File: src/rtl/branch_pkg.sv
// Shared types and defaults for the branch controller.
// Condition decode lives here so the top and any future users agree on encoding.
package branch_pkg;

    localparam int unsigned D_DEF      = 12;
    localparam int unsigned CYCLES_DEF = 6;
    localparam int unsigned L_DEF      = 5;

    typedef enum logic [1:0] {IDLE, PEND, ARMED} br_state_t;

    typedef enum logic [1:0] {C_ALWAYS, C_ZERO, C_NZERO, C_NEG} br_cond_t;

    function automatic logic cond_taken(input br_cond_t c, input logic z, input logic n);
        logic t;
        unique case (c)
            C_ALWAYS: t = 1'b1;
            C_ZERO:   t = z;
            C_NZERO:  t = ~z;
            C_NEG:    t = n;
        endcase
        return t;
    endfunction

endpackage

File: src/rtl/branch_lut.sv
// Branch target table: 2**L entries of D bits, synchronous write, combinational read.
// A read on the same edge as a write to that entry returns the old contents.
module branch_lut #(
    parameter int unsigned D = 12,
    parameter int unsigned L = 5
) (
    input  logic         clk_i,
    input  logic         rst_i,
    input  logic         we_i,
    input  logic [L-1:0] waddr_i,
    input  logic [D-1:0] wdata_i,
    input  logic [L-1:0] raddr_i,
    output logic [D-1:0] rdata_o
);

    localparam int unsigned Depth = 2 ** L;

    logic [D-1:0] mem_q [Depth];
    logic [D-1:0] mem_d [Depth];

    always_comb begin
        mem_d = mem_q;
        if (we_i) mem_d[waddr_i] = wdata_i;
    end

    always_ff @(posedge clk_i) begin
        if (rst_i) mem_q <= '{default: '0};
        else       mem_q <= mem_d;
    end

    assign rdata_o = mem_q[raddr_i];

endmodule

File: src/rtl/branch_ctrl.sv
// Branch controller: latches decode requests, resolves them against ALU flags on EVAL_PHASE
// and holds absjump_en across the PC update edge. Define BRANCH_REL_EN for PC-relative branches.
module branch_ctrl
    import branch_pkg::*;
#(
    parameter int unsigned D          = D_DEF,
    parameter int unsigned CYCLES     = CYCLES_DEF,
    parameter int unsigned EVAL_PHASE = 4,
    parameter int unsigned L          = L_DEF,
    parameter int unsigned OFF_W      = 8
) (
    input  logic                      clk,
    input  logic                      reset,
    input  logic                      br_req,
    input  logic [1:0]                br_cond,
    input  logic [L-1:0]              br_idx,
    input  logic                      br_rel,
    input  logic [OFF_W-1:0]          br_off,
    input  logic [D-1:0]              prog_ctr,
    input  logic                      flag_z,
    input  logic                      flag_n,
    input  logic                      lut_we,
    input  logic [L-1:0]              lut_waddr,
    input  logic [D-1:0]              lut_wdata,
    output logic                      absjump_en,
    output logic [D-1:0]              target,
    output logic [$clog2(CYCLES)-1:0] phase,
    output logic                      busy,
    output logic                      drop_err,
    output logic [7:0]                taken_cnt
);

    localparam int unsigned PhW = $clog2(CYCLES);

    br_state_t      state_q, state_d;
    br_cond_t       cond_q, cond_d;
    logic [L-1:0]   idx_q, idx_d;
    logic [PhW-1:0] phase_q, phase_d;
    logic           absjump_en_q, absjump_en_d;
    logic [D-1:0]   target_q, target_d;
    logic           busy_q, busy_d;
    logic           drop_err_q, drop_err_d;
    logic [7:0]     taken_cnt_q, taken_cnt_d;
    logic [D-1:0]   lut_rdata;
    logic [D-1:0]   resolved_tgt;

    branch_lut #(
        .D (D),
        .L (L)
    ) u_lut (
        .clk_i   (clk),
        .rst_i   (reset),
        .we_i    (lut_we),
        .waddr_i (lut_waddr),
        .wdata_i (lut_wdata),
        .raddr_i (idx_q),
        .rdata_o (lut_rdata)
    );

`ifdef BRANCH_REL_EN
    logic             rel_q, rel_d;
    logic [OFF_W-1:0] off_q, off_d;

    // Sign extension plus wrap modulo 2**D falls out of the D-bit add.
    assign resolved_tgt = rel_q ? prog_ctr + D'($signed(off_q)) : lut_rdata;
`else
    logic unused_rel;

    assign unused_rel   = ^{br_rel, br_off, prog_ctr};
    assign resolved_tgt = lut_rdata;
`endif

    always_comb begin
        state_d      = state_q;
        cond_d       = cond_q;
        idx_d        = idx_q;
        absjump_en_d = absjump_en_q;
        target_d     = target_q;
        drop_err_d   = drop_err_q;
        taken_cnt_d  = taken_cnt_q;
`ifdef BRANCH_REL_EN
        rel_d        = rel_q;
        off_d        = off_q;
`endif
        phase_d = (phase_q == PhW'(CYCLES - 1)) ? '0 : phase_q + 1'b1;

        unique case (state_q)
            IDLE: begin
                if (br_req) begin
                    cond_d  = br_cond_t'(br_cond);
                    idx_d   = br_idx;
`ifdef BRANCH_REL_EN
                    rel_d   = br_rel;
                    off_d   = br_off;
`endif
                    state_d = PEND;
                end
            end
            PEND: begin
                if (phase_q == PhW'(EVAL_PHASE)) begin
                    if (cond_taken(cond_q, flag_z, flag_n)) begin
                        state_d      = ARMED;
                        absjump_en_d = 1'b1;
                        target_d     = resolved_tgt;
                        if (taken_cnt_q != 8'hFF) taken_cnt_d = taken_cnt_q + 8'd1;
                    end else begin
                        state_d = IDLE;
                    end
                end
            end
            ARMED: begin
                // Commit edge: phase 0 before the edge is the PC update edge.
                if (phase_q == '0) begin
                    state_d      = IDLE;
                    absjump_en_d = 1'b0;
                end
            end
            default: state_d = IDLE;
        endcase

        if (br_req && (state_q != IDLE)) drop_err_d = 1'b1;
        busy_d = (state_d != IDLE);
    end

    always_ff @(posedge clk) begin
        if (reset) begin
            state_q      <= IDLE;
            cond_q       <= C_ALWAYS;
            idx_q        <= '0;
            phase_q      <= '0;
            absjump_en_q <= 1'b0;
            target_q     <= '0;
            busy_q       <= 1'b0;
            drop_err_q   <= 1'b0;
            taken_cnt_q  <= '0;
`ifdef BRANCH_REL_EN
            rel_q        <= 1'b0;
            off_q        <= '0;
`endif
        end else begin
            state_q      <= state_d;
            cond_q       <= cond_d;
            idx_q        <= idx_d;
            phase_q      <= phase_d;
            absjump_en_q <= absjump_en_d;
            target_q     <= target_d;
            busy_q       <= busy_d;
            drop_err_q   <= drop_err_d;
            taken_cnt_q  <= taken_cnt_d;
`ifdef BRANCH_REL_EN
            rel_q        <= rel_d;
            off_q        <= off_d;
`endif
        end
    end

    assign absjump_en = absjump_en_q;
    assign target     = target_q;
    assign phase      = phase_q;
    assign busy       = busy_q;
    assign drop_err   = drop_err_q;
    assign taken_cnt  = taken_cnt_q;

endmodule

File: config.mk
export PLATFORM = sky130hd
export DESIGN_NAME = branch_ctrl
export DESIGN_NICKNAME = d
export VERILOG_FILES = /design/src/rtl/branch_pkg.sv /design/src/rtl/branch_lut.sv /design/src/rtl/branch_ctrl.sv
export SDC_FILE = /design/constraint.sdc
export NUM_CORES = 1
export LEC_CHECK = 0
export ABC_CLOCK_PERIOD_IN_PS = 1600
export BUFFER_PORTS_ARGS = -buffer_cell sky130_fd_sc_hd__buf_2
export CAP_MARGIN = 10
export CORE_MARGIN = 4
export CORE_UTILIZATION = 40
export DETAILED_ROUTE_END_ITERATION = 7
export PLACE_DENSITY = 0.64
export SLEW_MARGIN = 30
export SYNTH_ARGS = -nofsm -noshare
export SYNTH_HDL_FRONTEND = slang
export SYNTH_HIERARCHICAL = 1
export SYNTH_SLANG_ARGS = --single-unit
File: constraint.sdc
create_clock -name clk -period 1.6 [get_ports clk]
set_input_delay 0.24 -clock clk [delete_from_list [all_inputs] [get_ports clk]]
set_output_delay 0.24 -clock clk [all_outputs]
set_load 0.1 [all_outputs]
==> out/results.ini <==
[outcome]
violations=negative setup slack
status=finished with violations

[clocking]
cts_tree=built
cts.reportedPaths.clkPinSlew_ns=0.06
clk_latency_ns=0.55
ctsHtreeMaxLevel=2
cts_sinks=419
clockRootBuffer=clkbuf_16
clk_path_buf_depth=3
cts_made_buffers=44

[synthesis]
ys_types=45
synthTopCellsByArea=dfxtp_1 (45%), mux2i_1 (20%), nand2_1 (8.2%), a21oi_1 (6.7%), nor2_1 (4.1%)
synth_edf_count=0
syn-instance-count=2150
ys.flop_type=dfxtp_1
synth-seq-cells=419
synth_nets=2205
synth_top_area_share_pct=44.81
yosysWarnings=6
syn_avg_cell_area_um2=8.706
seq_area_frac_synth_pct=44.81
yosysTopAreaCell=dfxtp_1
syn_area_um2=18720
synthArstFlopShare_pct=0

[drt]
avgViaCountPerCell=5.560
drc=0
antenna_left=0
num_vias=15970
wl_per_cell_um=19.88
firstDrtPassIters=6
drt_wl_total_um=57090
initialDrtViolationCount=1520

[critical_path]
worstPathRequired_ns=2.02
r2r_start=idx_q[1]
cp.arrival_ns=2.31
path_class=register to register
reg2reg_to=target[5]
crit_start=idx_q[1]
path_delay_family=buffers and inverters
cp-end-kind=register
start_kind=register
crit_end=target[5]
critPathMaxStageDelay_ns=0.37
crit_buf_inv=4
r2r_setup_slack_ns=-0.30
path_cells=buf_12 -> buf_8 -> buf_16 -> buf_4 -> mux2i_2 -> a21oi_2 -> a31oi_4 -> nand3_1 -> nand2_1 -> a21oi_1
path_depth=10
critPathMaxFanout=11
reg2reg_depth=10
slowest_stage=dfxtp_4

[sta]
fmax_mhz=527.1
fin_ws_ns=-0.2973
setup_viol=12
skew_ns=0.01458
hold_viol_final=0
timing.final.crit_share_pct=118.6
rsz0062_at_grt=true
min_period_ns=1.897
relSlewSlack_pct=62.84
worst_slew_pin_slew_ns=0.5553
slew_violations=0
setup_tns_ns=-3.146

[pwr]
peakVddDrop_v=0.0008991
p_leak_nw=7.954
power_density_nw_per_um2=1007

[run]
drv_cap=0

[floorplan]
die_x_um=224.3
initial_core_util_pct=40.38
dieArea_um2=50320
die_y_um=224.3
num_io_pins=77
fp-row-count=79
core_area_um2=46360

[global_route]
antenna_found_initial=0
grt_max_degree=92
grt_pass1_vias=15180
overflow=0
grt_util_all_layers_pct=21.59
grt_pass1_wl_um=87260

[placed_design]
place_inst=2767
gp_congestion=0.9315
portBuffers=55
dpl.hpwl_um=36670
preCtsSetupSlack_ns=-0.5516

[cells_and_area]
final_util_pct=49.72
layout_common_cells=dfxtp_1 (406), nand2_1 (404), mux2i_1 (352), a21oi_1 (246), nor2_1 (205)
diodes=0
fin_cells=2872
syn2layout_area_growth_pct=23.14
final_layout_size_suffix_gt1_share_pct=18.59
final_common_cell=dfxtp_1
nets=2287

[worst_hold_path]
hp-class=input pin to register

==> final cells by class <==
cell class / instances / area, um2
Fill cell: 4229 / 23310
Multi-Input combinational cell: 1527 / 9838
Sequential cell: 419 / 8424
Timing Repair Buffer: 235 / 2574
Clock buffer: 69 / 1328
Tap cell: 607 / 759.5
Clock inverter: 10 / 102.6
Inverter: 5 / 23.77
==> report_power, final <==
group | internal [W] | switching [W] | leakage [nW] | total [W]
sequential | 0.0105 | 0.0000665 | 3.39 | 0.0106
clock | 0.00600 | 0.00412 | 0.704 | 0.0101
combinational | 0.000968 | 0.00154 | 3.86 | 0.00250
total | 0.0175 | 0.00572 | 7.95 | 0.0232
==> worst reg2reg max path, cell delays in order, from the launching register on <==
cell	delay, ns
dfxtp_4	0.37
buf_12	0.14
buf_8	0.14
buf_16	0.15
buf_4	0.14
mux2i_2	0.26
a21oi_2	0.11
a31oi_4	0.24
nand3_1	0.10
nand2_1	0.07
a21oi_1	0.05
==> registers in the layout, summed over array words and instances (netlist names) <==
name         count
taken_cnt        8
absjump_en       1
busy             1
u_lut/mem_q    384
phase            3
target          12
cond_q           2
drop_err         1
idx_q            5
state_q          2
==> Yosys cell counts, types with 3 or more instances <==
library cell,number
dfxtp_1,419
nand2_1,407
mux2i_1,382
a21oi_1,250
nor2_1,206
nand3_1,101
clkbuf_1,99
buf_2,61
a22oi_1,48
a22o_1,24
buf_4,23
nand4_1,14
nor3_1,14
a31oi_1,12
buf_6,11
nor2_2,7
and2_1,6
o21ai_0,6
inv_1,5
or3_1,5
ha_1,4
nand2b_1,4
o31ai_1,4
and3_1,3
buf_1,3
buf_12,3
nand3b_4,3
nor2_8,3
==> through the flow <==
stage	power (W)	cell area, um2	hold WS [ns]
after detailed placement	0.01298	20660	0.4458
after CTS	0.02322	22660	0.003301
final	0.02322	23050	0.02194
after global routing	0.02390	23050	0.01981
after floorplan	0.01209	18780	0.3869
after global placement	0.01295	20660	0.4401
==> per-layer routing <==
layer | track usage [%] | wire length [um] | vias up
met5 | 0 | 0 | -
met4 | 6.522 | 1546 | 0
met3 | 2.937 | 3716 | 103
met2 | 35.26 | 26930 | 573
met1 | 29.95 | 24890 | 7770
li1 | - | - | 7523
==> how the worst min path moves through the flow <==
stage,slack [ns],startpoint,to,cells past startpoint
2_1_floorplan,0.39,br_idx[1],idx_q[1],2
3_3_place_gp,0.44,drop_err,drop_err,2
3_5_place_dp,0.45,u_lut/mem_q[29],u_lut/mem_q[29],2
4_1_cts,0.003,reset,u_lut/mem_q[57],2
5_1_grt,0.02,reset,cond_q[0],2
6_report,0.02,br_idx[4],idx_q[4],3
==> timing repair <==
action                                 CTS  global route
endpoints found under the hold margin    4             0
buffers inserted                        15             8
pin swaps                               16            45
cloned                                   4             2
setup endpoints to repair               30            21
hold buffers                             4             0
gates resized for setup                 67            78
==> cell families (layout without fill, tap and decap cells) <==
kind of cell / count (synthesis) / in the layout / share of synthesized area (%)
adders and majority gates: 4 / 4 / 0.2674
AOI/OAI and AO/OA: 348 / 349 / 10.64
muxes: 382 / 382 / 20.43
DFF: 419 / 419 / 44.81
and+or+nand+nor: 792 / 792 / 18.18
buffers and inverters: 205 / 319 / 5.682
Note: power is estimated with default switching activity, not from simulation.
